`src/rtl/stw_pkg.sv`:
```
// Shared definitions for the STW self-test controller: FSM encoding, vector
// tuple type and the fixed MAC test vectors broadcast to every PE.
package stw_pkg;

  localparam int NUM_VECTORS = 4;
  localparam int VEC_IDX_W   = 2;

  localparam logic [2:0] S_IDLE  = 3'd0;
  localparam logic [2:0] S_LOAD  = 3'd1;
  localparam logic [2:0] S_ARM   = 3'd2;
  localparam logic [2:0] S_WAIT  = 3'd3;
  localparam logic [2:0] S_CHECK = 3'd4;
  localparam logic [2:0] S_DONE  = 3'd5;

  typedef struct packed {
    logic [15:0] op1;
    logic [15:0] op2;
    logic [15:0] add;
    logic [15:0] expected;
  } stw_vec_t;

  // expected = (op1*op2 + add) mod 2^16
  localparam stw_vec_t V0 = '{op1: 16'h0003, op2: 16'h0005, add: 16'h0007, expected: 16'h0016};
  localparam stw_vec_t V1 = '{op1: 16'h00FF, op2: 16'h0101, add: 16'h0001, expected: 16'h0000};
  localparam stw_vec_t V2 = '{op1: 16'h5555, op2: 16'h0002, add: 16'hAAAA, expected: 16'h5554};
  localparam stw_vec_t V3 = '{op1: 16'h0000, op2: 16'h1234, add: 16'h8000, expected: 16'h8000};

endpackage

```
`src/rtl/stw_controller_if.sv`:
```
// STW bus between the array-level controller (master) and the PEs (slave).
interface stw_controller_if #(
  parameter int WORD_SIZE = 16,
  parameter int NUM_PE    = 16
);
  logic                 STW_test_load_en;
  logic [WORD_SIZE-1:0] STW_mult_op1;
  logic [WORD_SIZE-1:0] STW_mult_op2;
  logic [WORD_SIZE-1:0] STW_add_op;
  logic [WORD_SIZE-1:0] STW_expected;
  logic                 STW_start;
  logic [NUM_PE-1:0]    STW_complete;
  logic [NUM_PE-1:0]    STW_result_out;

  modport master (
    output STW_test_load_en, STW_mult_op1, STW_mult_op2, STW_add_op, STW_expected, STW_start,
    input  STW_complete, STW_result_out
  );

  modport slave (
    input  STW_test_load_en, STW_mult_op1, STW_mult_op2, STW_add_op, STW_expected, STW_start,
    output STW_complete, STW_result_out
  );
endinterface

```
`src/rtl/stw_vector_rom.sv`:
```
// Combinational lookup of a vector index to its {op1, op2, add, expected} tuple.
module stw_vector_rom
  import stw_pkg::*;
(
  input  logic [VEC_IDX_W-1:0] i_idx,
  output stw_vec_t             o_vec
);

  always_comb begin
    o_vec = V0;
    case (i_idx)
      2'd0:    o_vec = V0;
      2'd1:    o_vec = V1;
      2'd2:    o_vec = V2;
      2'd3:    o_vec = V3;
      default: o_vec = V0;
    endcase
  end

endmodule

```
`src/rtl/stw_controller.sv`:
```
// Array-level STW initiator: broadcasts test vectors, collects per-PE results
// and publishes a sticky fault map. Optional periodic retest: STW_PERIODIC_EN.
module stw_controller
  import stw_pkg::*;
#(
  parameter int WORD_SIZE   = 16,
  parameter int NUM_PE      = 16,
  parameter int TIMEOUT     = 64,
  parameter int TEST_PERIOD = 4096
) (
  input  logic              clk,
  input  logic              rst,
  input  logic              test_req,
  output logic              test_busy,
  output logic              test_done,
  output logic [NUM_PE-1:0] fault_map,
  output logic              map_valid,
  stw_controller_if.master  stw
);

  localparam int              CNT_W    = $clog2(TIMEOUT + 1);
  localparam logic [CNT_W-1:0] CNT_LAST = CNT_W'(TIMEOUT - 1);

  logic [2:0]           r_state;
  logic [2:0]           w_state_nxt;
  logic [VEC_IDX_W-1:0] r_vec_idx;
  logic [VEC_IDX_W-1:0] w_vec_idx_nxt;
  logic [CNT_W-1:0]     r_wait_cnt;
  logic [NUM_PE-1:0]    r_fail_acc;
  logic [NUM_PE-1:0]    r_fault_map;
  logic                 r_map_valid;
  logic [WORD_SIZE-1:0] r_op1, r_op2, r_add, r_exp;
  logic                 w_req;
  stw_vec_t             w_vec;

`ifdef STW_PERIODIC_EN
  localparam int             PER_W    = $clog2(TEST_PERIOD);
  localparam logic [PER_W-1:0] PER_LAST = PER_W'(TEST_PERIOD - 1);
  logic [PER_W-1:0] r_idle_cnt;

  // Internal and external requests in the same cycle merge into one launch.
  assign w_req = test_req | (r_idle_cnt == PER_LAST);

  always_ff @(posedge clk or negedge rst) begin
    if (!rst)                                         r_idle_cnt <= '0;
    else if (r_state == S_IDLE && w_state_nxt == S_IDLE) r_idle_cnt <= r_idle_cnt + 1'b1;
    else                                              r_idle_cnt <= '0;
  end
`else
  assign w_req = test_req;
`endif

  // Operands are looked up for the index the FSM will hold in LOAD.
  stw_vector_rom u_rom (
    .i_idx (w_vec_idx_nxt),
    .o_vec (w_vec)
  );

  always_comb begin
    w_state_nxt   = r_state;
    w_vec_idx_nxt = r_vec_idx;
    case (r_state)
      S_IDLE: if (w_req) begin
        w_state_nxt   = S_LOAD;
        w_vec_idx_nxt = '0;
      end
      S_LOAD: w_state_nxt = S_ARM;
      S_ARM:  w_state_nxt = S_WAIT;
      // First WAIT cycle is skipped: PEs only drop complete after start.
      S_WAIT: if ((r_wait_cnt != '0 && (&stw.STW_complete)) || r_wait_cnt == CNT_LAST)
        w_state_nxt = S_CHECK;
      S_CHECK: if (r_vec_idx == VEC_IDX_W'(NUM_VECTORS - 1)) begin
        w_state_nxt = S_DONE;
      end else begin
        w_state_nxt   = S_LOAD;
        w_vec_idx_nxt = r_vec_idx + 1'b1;
      end
      S_DONE:  w_state_nxt = S_IDLE;
      default: w_state_nxt = S_IDLE;
    endcase
  end

  always_ff @(posedge clk or negedge rst) begin
    if (!rst) begin
      r_state     <= S_IDLE;
      r_vec_idx   <= '0;
      r_wait_cnt  <= '0;
      r_fail_acc  <= '0;
      r_fault_map <= '0;
      r_map_valid <= 1'b0;
      r_op1       <= '0;
      r_op2       <= '0;
      r_add       <= '0;
      r_exp       <= '0;
    end else begin
      r_state   <= w_state_nxt;
      r_vec_idx <= w_vec_idx_nxt;
      if (r_state == S_IDLE && w_req) begin
        r_fail_acc <= '0;
        if (test_req) r_map_valid <= 1'b0;
      end
      if (r_state == S_ARM)  r_wait_cnt <= '0;
      if (r_state == S_WAIT) r_wait_cnt <= r_wait_cnt + 1'b1;
      // A PE that never completed counts as failed.
      if (r_state == S_CHECK)
        r_fail_acc <= r_fail_acc | ~(stw.STW_complete & stw.STW_result_out);
      if (r_state == S_DONE) begin
        r_fault_map <= r_fail_acc;
        r_map_valid <= 1'b1;
      end
      if (w_state_nxt == S_LOAD) begin
        r_op1 <= WORD_SIZE'(w_vec.op1);
        r_op2 <= WORD_SIZE'(w_vec.op2);
        r_add <= WORD_SIZE'(w_vec.add);
        r_exp <= WORD_SIZE'(w_vec.expected);
      end
    end
  end

  assign test_busy            = (r_state != S_IDLE);
  assign test_done            = (r_state == S_DONE);
  assign fault_map            = r_fault_map;
  assign map_valid            = r_map_valid;
  assign stw.STW_test_load_en = (r_state == S_LOAD);
  assign stw.STW_start        = (r_state == S_ARM);
  assign stw.STW_mult_op1     = r_op1;
  assign stw.STW_mult_op2     = r_op2;
  assign stw.STW_add_op       = r_add;
  assign stw.STW_expected     = r_exp;

endmodule

```
`src/flat_wrapper.sv`:
```
// flat-port wrapper written by rule: the top's interface ports become plain ports
module stw_controller_flat import stw_pkg::*;
#(
  parameter int WORD_SIZE   = 16,
  parameter int NUM_PE      = 16,
  parameter int TIMEOUT     = 64,
  parameter int TEST_PERIOD = 4096
)
  (clk, rst, test_req, test_busy, test_done, fault_map, map_valid, stw_STW_test_load_en, stw_STW_mult_op1, stw_STW_mult_op2, stw_STW_add_op, stw_STW_expected, stw_STW_start, stw_STW_complete, stw_STW_result_out);
  stw_controller_if #(.WORD_SIZE(WORD_SIZE), .NUM_PE(NUM_PE)) stw_i ();
  input  logic clk;
  input  logic rst;
  input  logic test_req;
  output logic test_busy;
  output logic test_done;
  output logic [NUM_PE-1:0] fault_map;
  output logic map_valid;
  output wire logic [$bits(stw_i.STW_test_load_en)-1:0] stw_STW_test_load_en;
  output wire logic [$bits(stw_i.STW_mult_op1)-1:0] stw_STW_mult_op1;
  output wire logic [$bits(stw_i.STW_mult_op2)-1:0] stw_STW_mult_op2;
  output wire logic [$bits(stw_i.STW_add_op)-1:0] stw_STW_add_op;
  output wire logic [$bits(stw_i.STW_expected)-1:0] stw_STW_expected;
  output wire logic [$bits(stw_i.STW_start)-1:0] stw_STW_start;
  input wire logic [$bits(stw_i.STW_complete)-1:0] stw_STW_complete;
  input wire logic [$bits(stw_i.STW_result_out)-1:0] stw_STW_result_out;
  assign stw_STW_test_load_en = stw_i.STW_test_load_en;
  assign stw_STW_mult_op1 = stw_i.STW_mult_op1;
  assign stw_STW_mult_op2 = stw_i.STW_mult_op2;
  assign stw_STW_add_op = stw_i.STW_add_op;
  assign stw_STW_expected = stw_i.STW_expected;
  assign stw_STW_start = stw_i.STW_start;
  assign stw_i.STW_complete = stw_STW_complete;
  assign stw_i.STW_result_out = stw_STW_result_out;
  stw_controller #(.WORD_SIZE(WORD_SIZE), .NUM_PE(NUM_PE), .TIMEOUT(TIMEOUT), .TEST_PERIOD(TEST_PERIOD)) u_core (.clk(clk), .rst(rst), .test_req(test_req), .test_busy(test_busy), .test_done(test_done), .fault_map(fault_map), .map_valid(map_valid), .stw(stw_i));
endmodule
```
`config.mk`:
```
export PLATFORM = sky130hd
export DESIGN_NAME = stw_controller_flat
export DESIGN_NICKNAME = d
export VERILOG_FILES = /design/src/rtl/stw_pkg.sv /design/src/rtl/stw_controller_if.sv /design/src/rtl/stw_vector_rom.sv /design/src/rtl/stw_controller.sv /design/src/flat_wrapper.sv
export SDC_FILE = /design/constraint.sdc
export NUM_CORES = 1
export LEC_CHECK = 0
export CAP_MARGIN = 20
export CORE_MARGIN = 10
export CORE_UTILIZATION = 45
export CTS_BUF_LIST = sky130_fd_sc_hd__clkbuf_8 sky130_fd_sc_hd__clkbuf_16
export DETAILED_ROUTE_END_ITERATION = 10
export PLACE_DENSITY = 0.73
export REMOVE_ABC_BUFFERS = 1
export SKIP_CTS_REPAIR_TIMING = 1
export SLEW_MARGIN = 20
export SYNTH_ARGS = -nofsm -noshare
export SYNTH_HDL_FRONTEND = slang
export SYNTH_HIERARCHICAL = 1
export SYNTH_SLANG_ARGS = --single-unit
```
`constraint.sdc`:
```
create_clock -name clk -period 5.95 [get_ports clk]
set_input_delay 0.8925 -clock clk [delete_from_list [all_inputs] [get_ports clk]]
set_output_delay 0.8925 -clock clk [all_outputs]
set_load 0.005 [all_outputs]
```
[After elaboration in Yosys (flattened, before gate mapping)]
Index checks and enable logic that the tools add are counted.
Operators by class
  reductions and logical operators: 13
  muxes and demuxes: 15
  add/sub/neg operators: 2
  bitwise logic cells: 3
  eq/ne operators: 11
Operators by type and width (count)
  case mux 64 bit (4 select lines): 1
  2-to-1 mux 16 bit: 2
  AND 16 bit: 1
  NOT 16 bit: 1
  OR 16 bit: 1
  AND reduction 16 bit: 1
  case mux 3 bit (5 select lines): 1
  2-to-1 mux 7 bit: 2
  2-to-1 mux 3 bit: 3
  nonzero test 2 bit: 4
  adder 7 x 1 -> 7 bit (second input constant): 1
  == test 7 x 6 -> 1 bit (second input constant): 1
  nonzero test 7 bit: 1
  == test 2 bit (second input constant): 3
  == test 3 x 1 -> 1 bit (second input constant): 2
  == test 3 x 2 -> 1 bit (second input constant): 2
  == test 3 bit (second input constant): 2
  2-to-1 mux 2 bit: 2
  case mux 2 bit (2 select lines): 1
  logical NOT 3 bit: 1
  2-to-1 mux 1 bit: 3
  nonzero test 3 bit: 1
  adder 2 x 1 -> 2 bit (second input constant): 1
  == test 2 x 1 -> 1 bit (second input constant): 1
  other kinds (4): 5
Storage, ports and cells
  flip-flop bits (word level): 109
  output and inout port bits: 85

[Longest topological paths before layout]
Gate-level depths: netlist of the first run.
  depth in word-level cells: 6
  depth in mapped cells: 11

[Cells and area by module]
Netlist of the first run, hierarchy kept.
Modules (own cells, without submodules)
  stw_controller: area an instance 4578.1 µm², seq. area each 2727.6 µm², cells an instance 317, instances 1
  stw_vector_rom: area an instance 509.2 µm², seq. area each 0.0 µm², cells an instance 67, instances 1

[Worst setup path before layout of the first run]
Ideal clock, no wire load.
  path type: input to register
  start: in test_req
  end: reg u_core.r_add[1], in the netlist u_core/stw.STW_add_op[1]
  arrival: 2490 ps
  setup slack: 3335 ps
  required time: 5825 ps
  library setup time: 125 ps
  stages: 8
  cells stage by stage: inv_1 > o22ai_1 > a21oi_1 > inv_1 > ha_1 > or2_1 > buf_4 > mux2_4
RTL lines
  from (decl): line flat_wrapper.sv:13  | input logic test_req;
  to (signal assigned): line stw_controller.sv:114  | r_add <= WORD_SIZE'(w_vec.add);
  to (decl): line stw_controller.sv:32  | logic [WORD_SIZE-1:0] r_op1, r_op2, r_add, r_exp;

[Worst setup path in the final report of the first run]
  start: reg u_core.r_state[0]
  end: reg u_core.r_add[1], in the netlist u_core/stw.STW_add_op[1]
On the way
  word-level cells in the longest chain between the ends: 4
  elaborated cells between the ends (all ways): 15
  classes of those cells: 8 x eq/ne; 5 x mux; 2 x reduce/logical
Ends and longest elaborated chain
  from (decl): line stw_controller.sv:24  | logic [2:0] r_state;
  from (signal assigned): line stw_controller.sv:96  | r_state <= w_state_nxt;
  == test 3 bit or logical NOT 3 bit (tied branches): line stw_controller.sv:62  | case (r_state)
  case mux 2 bit (2 select lines) (*): line stw_controller.sv:62
  via u_core.w_vec_idx_nxt[0]: line stw_controller.sv:27  | logic [VEC_IDX_W-1:0] w_vec_idx_nxt;
  == test 2 bit, or another cell as far along: line stw_vector_rom.sv:11  | case (i_idx)
  case mux 64 bit (4 select lines) (*): line stw_vector_rom.sv:11
Mark *: on every way through the listed nets, which the timed path passes. The rest lies on a longest branch. The select of a mux whose other input is x is not followed.
A chain may end at the register's enable or synchronous reset.

==> results of run 1 <==
## cell type report
| cell class | instances | area share |
|---|---|---|
| inverter | 10 | 0.00591 |
| clock inverter | 7 | 0.0116 |
| clock buffer | 9 | 0.0355 |
| tap | 140 | 0.0276 |
| timing repair buffer | 121 | 0.190 |
| multi-input combinational | 221 | 0.300 |
| sequential | 109 | 0.430 |
## routing by layer
layer | routed length, um | global-route usage
met3 | 1040 | 0.0675
met1 | 4760 | 0.168
met2 | 4780 | 0.203
met5 | 0 | 0
met4 | 99 | 0.0342
## flip-flops by register name, indices dropped and copies added (netlist names)
name and flops:
u_core/fault_map 16, u_core/r_fail_acc 16, u_core/stw.STW_add_op 16, u_core/stw.STW_expected 16
u_core/stw.STW_mult_op1 16, u_core/stw.STW_mult_op2 16, u_core/r_wait_cnt 7, u_core/r_state 3
u_core/r_vec_idx 2, u_core/map_valid 1
## per-stage QoR
step | std cells | utilization | hold WS, ns | power [mW] | setup WS, ns
2_1_floorplan | 340 | - | 0.459 | 0.899 | 2.09
6_report | 617 | 0.580 | 0.477 | 1.56 | 2.81
3_5_place_dp | 601 | 0.553 | 0.480 | 0.974 | 2.67
3_3_place_gp | 601 | 0.553 | 0.470 | 0.967 | 2.75
4_1_cts | 617 | 0.580 | 0.495 | 1.58 | 2.76
5_1_grt | 617 | 0.580 | 0.505 | 1.63 | 2.59
## critical path: stages, from the launching register on
cell     delay (ns)
dfrtp_1        0.53
nor2_2         0.21
and2_1         0.66
nor2_1         0.08
a21oi_1        0.36
inv_1          0.13
ha_1           0.45
or2_1          0.35
mux2_4         0.27
## cell families (layout without fill, tap and decap cells)
group | after synthesis | count (layout) | synth area share
AOI/OAI and AO/OA | 37 | 37 | 0.0450
adders and majority gates | 7 | 7 | 0.0172
buffers and inverters | 78 | 147 | 0.109
DFF | 109 | 109 | 0.536
muxes | 83 | 83 | 0.228
other | 1 | 25 | 0.000737
and+or+nand+nor | 69 | 69 | 0.0642
## cells in the mapped netlist (2+ instances only)
library cell  number
or2_1              2
o21ai_0            2
o22ai_1            2
buf_2              5
nor2_1            21
a21oi_1           20
a22o_1             4
inv_1             10
nor3_1             3
nand3_1            5
mux2_4            60
buf_4             54
a21o_1             2
mux2_2            22
nand2_1           21
clkbuf_1           2
dfrtp_1          109
nor2b_1            3
ha_1               7
nand4_1            4
buf_6              7
## report_power, final
part / internal [mW] / leakage, nW / total (mW) / switching [mW]
Combinational: 0.0834 / 1.60 / 0.157 / 0.0733
Sequential: 0.768 / 1.49 / 0.806 / 0.0373
Clock: 0.299 / 0.148 / 0.595 / 0.296
## path summary, 6_finish.rpt
path	startpoint	end	slack [ns]	cells after the start
worst max-delay path	u_core/r_state[0]	u_core/stw.STW_add_op[1]	2.81	8
worst min-delay path	rst	u_core/stw.STW_mult_op1[14]	0.48	1
worst max register to register	u_core/r_state[0]	u_core/stw.STW_add_op[1]	2.81	8
worst min register to register	u_core/r_fail_acc[8]	u_core/r_fail_acc[8]	0.49	2
max in group asynchronous	rst	u_core/stw.STW_mult_op1[6]	4.16	2
min in group clk	u_core/r_fail_acc[8]	u_core/r_fail_acc[8]	0.49	2
==> results.sh, run 1 <==
export IMPL_ys_ff_latch=109
export IMPL_firstDrtPassIters=4
export IMPL_syn_inst=384
export IMPL_wirelength_mm=10.7
export IMPL_cts_sinks=109
export IMPL_synth_distinct_cells=40
export IMPL_outcome="completed"
export IMPL_die_area_mm2=0.0160
export IMPL_yosysTopAreaCellShare=0.536
export IMPL_cts_tree="done"
export IMPL_slew_viol_final=0
export IMPL_power_density_mw_per_mm2=245
export IMPL_hold_class="in2async"
export IMPL_grt_max_degree=77
export IMPL_ys_warn_count=6
export IMPL_path_clk_slew_ns=0.08
export IMPL_ios=120
export IMPL_cts_htree_levels=3
export IMPL_grt_pass1_vias=3284
export IMPL_drc=0
export IMPL_period_minus_slack_ns=3.14
export IMPL_crit_fanout=19
export IMPL_cp_arrival_ns=3.38
export IMPL_port_buffers=119
export IMPL_synth_edff_count=0
export IMPL_fp_row_count=38
export IMPL_final_setup_tns_ns=0
export IMPL_fill_cells=912
export IMPL_numCtsBuffers=9
export IMPL_syn_area_mm2=0.00509
export IMPL_dp_hpwl_mm=7.51
export IMPL_cap_violations=0
export IMPL_finalSetupViolCount=0
export IMPL_p_leak_nw=3.24
export IMPL_crit_required_ns=6.18
export IMPL_layout_commonest_cell="clkdlybuf4s50_1"
export IMPL_drt_initial_drc_count=141
export IMPL_fin_crit_sh=0.528
export IMPL_ant_nets=0
export IMPL_die_height_um=126
export IMPL_fmax_mhz=318
export IMPL_clk_path_buf_depth=2
export IMPL_vias=2949
export IMPL_place_congestion=0.771
export IMPL_worstSetupStartpointType="register"
export IMPL_vdd_drop_max_mv=0.142
export IMPL_worstMarginPinSlew_ns=0.951
export IMPL_final_cell_mix="118 x clkdlybuf4s50_1, 109 x dfrtp_1, 60 x mux2_4, 25 x conb_1, 22 x mux2_2"
export IMPL_clk_latency_ns=0.35
export IMPL_clk_root_buffer_cell="clkbuf_16"
export IMPL_grt_usage=0.134
export IMPL_antenna_cells=0
export IMPL_finalHoldViolations=0
export IMPL_core_area_mm2=0.0109
export IMPL_synthArstFlopShare=1.00
export IMPL_start_util=0.465
export IMPL_max_slew_margin_rel=0.366
export IMPL_place_area_mm2=0.00605
export IMPL_grt_pass1_wl_mm=17.7
export IMPL_avgSynthCellArea_um2=13.2
export IMPL_viasPerCell=4.78
export IMPL_nNetsFinal=514
export IMPL_crit_type="reg2reg"
export IMPL_grt_antenna_before_repair=0
export IMPL_synth_top_area_cell="dfrtp_1"
export IMPL_finClkSkew_ns=0.0125
export IMPL_die_width_um=126
export IMPL_area_growth_pct=24.8
export IMPL_worst_setup_path_end_kind="register"
export IMPL_grt_overflow=0
export IMPL_layout_drive_gt1_share=0.222
export IMPL_wire_per_inst_um=17.3
export IMPL_multiInputGateArea_mm2=0.00190
export IMPL_seq_area_mm2=0.00273
export IMPL_finish_instance_area_mm2=0.00635
export IMPL_ys_seq_area_frac=0.536
export IMPL_rsz0062_at_grt="false"
export IMPL_synth_ff_type="dfrtp_1"
export IMPL_synthTopCellsByArea="dfrtp_1 54%, mux2_4 18%, buf_4 8.0%"
No activity file was read; power rests on OpenSTA's default activity.
==> run 2: changes to the inputs <==
--- a/config.mk
+++ b/config.mk
@@ -10,7 +10,7 @@
 export CORE_UTILIZATION = 45
 export CTS_BUF_LIST = sky130_fd_sc_hd__clkbuf_8 sky130_fd_sc_hd__clkbuf_16
 export DETAILED_ROUTE_END_ITERATION = 10
-export PLACE_DENSITY = 0.73
+export PLACE_DENSITY = 0.76
 export REMOVE_ABC_BUFFERS = 1
 export SKIP_CTS_REPAIR_TIMING = 1
 export SLEW_MARGIN = 20
==> constraint.sdc (replaced) <==
create_clock -name clk -period 2.7 [get_ports clk]
set_input_delay 0.405 -clock clk [delete_from_list [all_inputs] [get_ports clk]]
set_output_delay 0.405 -clock clk [all_outputs]
set_load 0.005 [all_outputs]
==> run 2 against run 1 <==
Effect of this change:
- final cell count rose by 1.1%
- worst hold slack got worse by 0.37 ns
- die area did not move
- via count rose by 1.6%
- critical path depth fell by 5
- combinational power rose by 120%
- global-route usage rose by 0.28 points
- clock power rose by 120%
- count of clock-buffer cells in the layout did not move
- non-clock buffer count rose by 7
- sequential share of layout area fell by 0.62 points
- cell area rose by 1.5%
- largest cell class unchanged
- largest power group unchanged
- highest routed layer unchanged
==> results.sh, run 2 (synthesized netlist as in run 1, its figures left out) <==
export IMPL_vias=2996
export IMPL_layout_commonest_cell="clkdlybuf4s50_1"
export IMPL_drt_initial_drc_count=172
export IMPL_die_height_um=126
export IMPL_max_slew_margin_rel=0.520
export IMPL_die_width_um=126
export IMPL_cts_htree_levels=3
export IMPL_outcome="completed"
export IMPL_multiInputGateArea_mm2=0.00190
export IMPL_grt_overflow=0
export IMPL_cts_tree="done"
export IMPL_nNetsFinal=521
export IMPL_finish_instance_area_mm2=0.00644
export IMPL_fill_cells=910
export IMPL_slew_viol_final=0
export IMPL_grt_antenna_before_repair=0
export IMPL_grt_pass1_wl_mm=17.9
export IMPL_final_cell_mix="118 x clkdlybuf4s50_1, 109 x dfrtp_1, 60 x mux2_4, 25 x conb_1, 22 x mux2_2"
export IMPL_wirelength_mm=10.9
export IMPL_fmax_mhz=420
export IMPL_finalHoldViolations=0
export IMPL_area_growth_pct=26.6
export IMPL_numCtsBuffers=9
export IMPL_final_util=0.589
export IMPL_wire_per_inst_um=17.4
export IMPL_die_area_mm2=0.0160
export IMPL_clk_latency_ns=0.34
export IMPL_place_congestion=0.748
export IMPL_crit_chain="nand2b_1 > nor2_1 > clkdlybuf4s50_1"
export IMPL_path_buf_inv=1
export IMPL_clk_root_buffer_cell="clkbuf_16"
export IMPL_power_density_mw_per_mm2=529
export IMPL_crit_type="reg2out"
export IMPL_fin_crit_sh=0.883
export IMPL_hold_class="in2async"
export IMPL_grt_max_degree=57
export IMPL_period_minus_slack_ns=2.38
export IMPL_path_delay_family="simple AND/OR/NAND/NOR gates"
export IMPL_p_total_mw=3.41
export IMPL_finalSetupViolCount=0
export IMPL_rsz0062_at_grt="false"
export IMPL_firstDrtPassIters=4
export IMPL_dp_cells=608
export IMPL_dp_hpwl_mm=7.96
export IMPL_port_buffers=119
export IMPL_path_clk_slew_ns=0.07
export IMPL_antenna_cells=0
export IMPL_start_util=0.465
export IMPL_cp_arrival_ns=1.98
export IMPL_critical_path_slowest_cell="clkdlybuf4s50_1"
export IMPL_fp_row_count=38
export IMPL_grt_usage=0.137
export IMPL_clk_path_buf_depth=2
export IMPL_ant_nets=0
export IMPL_worstSetupStartpointType="register"
export IMPL_worst_setup_path_end_kind="output port"
export IMPL_crit_required_ns=2.30
export IMPL_cts_sinks=109
export IMPL_place_area_mm2=0.00615
export IMPL_core_area_mm2=0.0109
export IMPL_layout_drive_gt1_share=0.233
export IMPL_crit_fanout=13
export IMPL_viasPerCell=4.80
export IMPL_drc=0
export IMPL_seq_area_mm2=0.00273
export IMPL_ios=120
export IMPL_finClkSkew_ns=0.0121
export IMPL_cap_violations=0
export IMPL_worstMarginPinSlew_ns=0.720
export IMPL_cpPeakStageDelay_ns=0.53
export IMPL_final_setup_tns_ns=0
export IMPL_grt_pass1_vias=3284
export IMPL_p_leak_nw=3.30
export IMPL_final_cells=624
export IMPL_vdd_drop_max_mv=0.339
==> run 2: path summary, 6_finish.rpt <==
kind / startpoint / endpoint / slack (ns) / cells past startpoint
min reg2reg: u_core/r_fail_acc[15] / u_core/r_fail_acc[15] / 0.49 / 2
min in group clk: u_core/r_fail_acc[15] / u_core/r_fail_acc[15] / 0.49 / 2
min: rst / u_core/stw.STW_add_op[7] / 0.11 / 1
max in group asynchronous: rst / u_core/stw.STW_add_op[9] / 1.88 / 2
max: u_core/r_state[2] / stw_STW_start / 0.32 / 3
max reg2reg: u_core/r_state[0] / u_core/stw.STW_add_op[0] / 0.33 / 8
==> run 2: routing by layer <==
metal	up-vias	part of all wire	track usage
met5	-	0	0
met2	103	0.45	0.207
met3	10	0.12	0.0721
met1	1471	0.42	0.167
met4	0	0.011	0.0422
li1	1412	-	-
==> run 2: power breakdown <==
part	internal, mW	switching [mW]
combinational	0.188	0.155
clock	0.715	0.575
sequential	1.69	0.0813
==> run 2: area by class of cell <==
class | instances | share of cell area
inverter | 10 | 0.00583
clock buffer | 9 | 0.0350
clock inverter | 7 | 0.00991
tap | 140 | 0.0272
timing repair buffer | 128 | 0.203
sequential | 109 | 0.424
multi-input combinational | 221 | 0.296
==> run 2: stage by stage <==
stage	hold WS, ns	setup WS (ns)
final	0.107	0.317
after global routing	0.168	0.217
after CTS	0.146	0.309
after detailed placement	0.482	0.180
after global placement	0.473	0.263
after floorplan	0.109	-0.822
==> run 3: changes to the inputs <==
--- a/config.mk
+++ b/config.mk
@@ -6,15 +6,14 @@
 export NUM_CORES = 1
 export LEC_CHECK = 0
 export CAP_MARGIN = 20
-export CORE_MARGIN = 10
-export CORE_UTILIZATION = 45
+export CORE_MARGIN = 8
+export CORE_UTILIZATION = 39
 export CTS_BUF_LIST = sky130_fd_sc_hd__clkbuf_8 sky130_fd_sc_hd__clkbuf_16
 export DETAILED_ROUTE_END_ITERATION = 10
-export PLACE_DENSITY = 0.76
+export PLACE_DENSITY = 0.77
 export REMOVE_ABC_BUFFERS = 1
 export SKIP_CTS_REPAIR_TIMING = 1
 export SLEW_MARGIN = 20
 export SYNTH_ARGS = -nofsm -noshare
 export SYNTH_HDL_FRONTEND = slang
-export SYNTH_HIERARCHICAL = 1
 export SYNTH_SLANG_ARGS = --single-unit
==> run 3 against run 2 <==
Effect of this change:
- largest power group unchanged
- final cell count shrank 24%
- critical path depth is the same
- highest routed layer unchanged
- maximum frequency shrank 4.2%
- non-clock buffer count shrank 30
- flip-flop and latch count shrank 54
- setup slack lost 0.10 ns
- critical path type unchanged
- clock power shrank 66%
- clock skew shrank 0.0055 ns
- largest cell class unchanged
- sequential power shrank 45%
==> results.sh, run 3 <==
export IMPL_worstSetupStartpointType="register"
export IMPL_vdd_drop_max_mv=0.178
export IMPL_finalHoldViolations=0
export IMPL_ys_ff_latch=55
export IMPL_synth_xor_area_frac=0
export IMPL_cp_arrival_ns=2.08
export IMPL_yosysMostFrequentCell="nand2_1"
export IMPL_nNetsFinal=415
export IMPL_clk_path_buf_depth=2
export IMPL_dp_hpwl_mm=5.12
export IMPL_cpPeakStageDelay_ns=0.61
export IMPL_yosysTopAreaCellShare=0.485
export IMPL_grt_pass1_wl_mm=10.5
export IMPL_synth_top_area_cell="dfrtp_1"
export IMPL_finalHoldWorstSlack_ns=0.0274
export IMPL_vias=2125
export IMPL_wirelength_mm=6.63
export IMPL_final_cell_mix="93 x clkdlybuf4s50_1, 77 x nand2_1, 55 x dfrtp_1, 25 x nor2_1, 25 x conb_1"
export IMPL_grt_max_degree=37
export IMPL_clk_latency_ns=0.30
export IMPL_fin_crit_sh=0.921
export IMPL_drc=0
export IMPL_cts_tree="done"
export IMPL_finalSetupViolCount=0
export IMPL_slew_viol_final=0
export IMPL_max_slew_margin_rel=0.642
export IMPL_seq_power_share=0.564
export IMPL_finish_instance_area_mm2=0.00364
export IMPL_die_height_um=101
export IMPL_pwr_share_clk=0.251
export IMPL_p_int_mw=1.24
export IMPL_critical_path_slowest_cell="clkdlybuf4s50_1"
export IMPL_power_switching_mw=0.498
export IMPL_switching_share=0.287
export IMPL_synthArstFlopShare=1.00
export IMPL_avgSynthCellArea_um2=9.21
export IMPL_period_minus_slack_ns=2.49
export IMPL_cts_sinks=55
export IMPL_wire_per_inst_um=14.0
export IMPL_p_leak_nw=1.74
export IMPL_synthTopCellsByArea="dfrtp_1 49%, buf_4 15%, nand2_1 10%"
export IMPL_rsz0062_at_grt="false"
export IMPL_drt_initial_drc_count=58
export IMPL_crit_required_ns=2.30
export IMPL_yosys_top_cells_count="77 x nand2_1, 57 x buf_4, 55 x dfrtp_1"
export IMPL_fmax_mhz=402
export IMPL_ys_warn_count=0
export IMPL_synth_top_family_by_area="simple AND/OR/NAND/NOR gates"
export IMPL_viasPerCell=4.49
export IMPL_hold_class="in2async"
export IMPL_ys_seq_area_frac=0.485
export IMPL_layout_drive_gt1_share=0.0668
export IMPL_ios=120
export IMPL_firstDrtPassIters=4
export IMPL_crit_type="reg2out"
export IMPL_place_congestion=0.746
export IMPL_finClkSkew_ns=0.00659
export IMPL_cts_htree_levels=2
export IMPL_antenna_cells=0
export IMPL_grt_overflow=0
export IMPL_final_setup_tns_ns=0
export IMPL_worst_setup_path_end_kind="output port"
export IMPL_port_buffers=94
export IMPL_synth_edff_count=0
export IMPL_grt_usage=0.129
export IMPL_numCtsBuffers=5
export IMPL_synth_compound_area_frac=0.0781
export IMPL_power_density_mw_per_mm2=478
export IMPL_cap_violations=0
export IMPL_layout_commonest_cell="clkdlybuf4s50_1"
export IMPL_fp_row_count=31
export IMPL_place_area_mm2=0.00355
export IMPL_syn_area_mm2=0.00284
export IMPL_syn_inst=308
export IMPL_clk_root_buffer_cell="clkbuf_8"
export IMPL_grt_pass1_vias=2198
export IMPL_synthSimpleGateAreaFrac=0.193
export IMPL_grt_antenna_before_repair=0
export IMPL_outcome="completed"
export IMPL_synthAdderAreaFrac=0.0309
export IMPL_worstMarginPinSlew_ns=0.534
export IMPL_synth_ff_type="dfrtp_1"
export IMPL_synthMuxAreaShare=0.0379
export IMPL_ant_nets=0
export IMPL_path_clk_slew_ns=0.09
export IMPL_die_width_um=101
export IMPL_power_frac_comb=0.184
export IMPL_crit_fanout=17
export IMPL_crit_chain="nand3b_2 > clkinv_1 > clkdlybuf4s50_1"
export IMPL_start_util=0.397
export IMPL_synth_distinct_cells=36
export IMPL_fill_cells=646
export IMPL_core_area_mm2=0.00714
export IMPL_area_growth_pct=28.3
export IMPL_die_area_mm2=0.0103
## run 3: cells by family after synthesis
kind of cell             after synthesis
other                                  1
multiplexers                          10
AND/OR/NAND/NOR                      125
buffers and inverters                 72
flip-flops                            55
AO/OA/AOI/OAI                         38
adder cells (fa/ha/maj)                7
## run 3: path summary, 6_finish.rpt
path / from / end / slack, ns / cells past startpoint
setup / recovery: u_core.r_state[1] / test_done / 0.21 / 3
hold / removal: rst / u_core.r_wait_cnt[3] / 0.03 / 1
setup reg to reg: u_core.r_state[0] / u_core.stw.STW_mult_op2[2] / 0.60 / 6
hold reg to reg: u_core.r_fail_acc[15] / u_core.fault_map[15] / 0.47 / 2
max in group asynchronous: rst / u_core.map_valid / 1.85 / 2
min in group clk: u_core.r_fail_acc[15] / u_core.fault_map[15] / 0.47 / 2
## run 3: cell type report
cell class | instances | area (um2) | area share
flip-flops and latches | 55 | 1380 | 0.378
multi-input cells | 205 | 1060 | 0.291
repair buffers | 98 | 966 | 0.265
well taps | 99 | 124 | 0.0340
clock buffers | 5 | 68.8 | 0.0189
inverters | 8 | 30.0 | 0.00825
clock inverters | 3 | 16.3 | 0.00447
## run 3: worst max-delay path, delay by kind of cell, from the launching register on
family / cells / cell delay [ns]
AND/OR/NAND/NOR: 1 / 0.19
flip-flops: 1 / 0.53
buffers and inverters: 2 / 1.05
## run 3: power groups by stage
stage               Clock (mW)  Sequential, mW  Combinational [mW]
global placement             0           0.991               0.313
finish                   0.437           0.981               0.320
global route             0.490           0.995               0.365
CTS                      0.451           0.980               0.324
detailed placement           0           0.994               0.326
floorplan                    0           0.979               0.176
## run 3: per-stage QoR
stage | std cells | setup WS [ns] | util | total power, mW
after detailed placement | 465 | 0.551 | 0.498 | 1.32
after floorplan | 268 | 0.631 | - | 1.15
final | 473 | 0.213 | 0.510 | 1.74
after CTS | 473 | 0.183 | 0.510 | 1.76
after global placement | 465 | 0.585 | 0.498 | 1.30
after global routing | 473 | 0.0966 | 0.510 | 1.85
## run 3: layer usage
metal,vias up,track usage,share of wire
met5,-,0,0
met4,0,0.0435,0.0092
met3,6,0.0378,0.069
met2,63,0.226,0.52
met1,1010,0.145,0.40
li1,1046,-,-
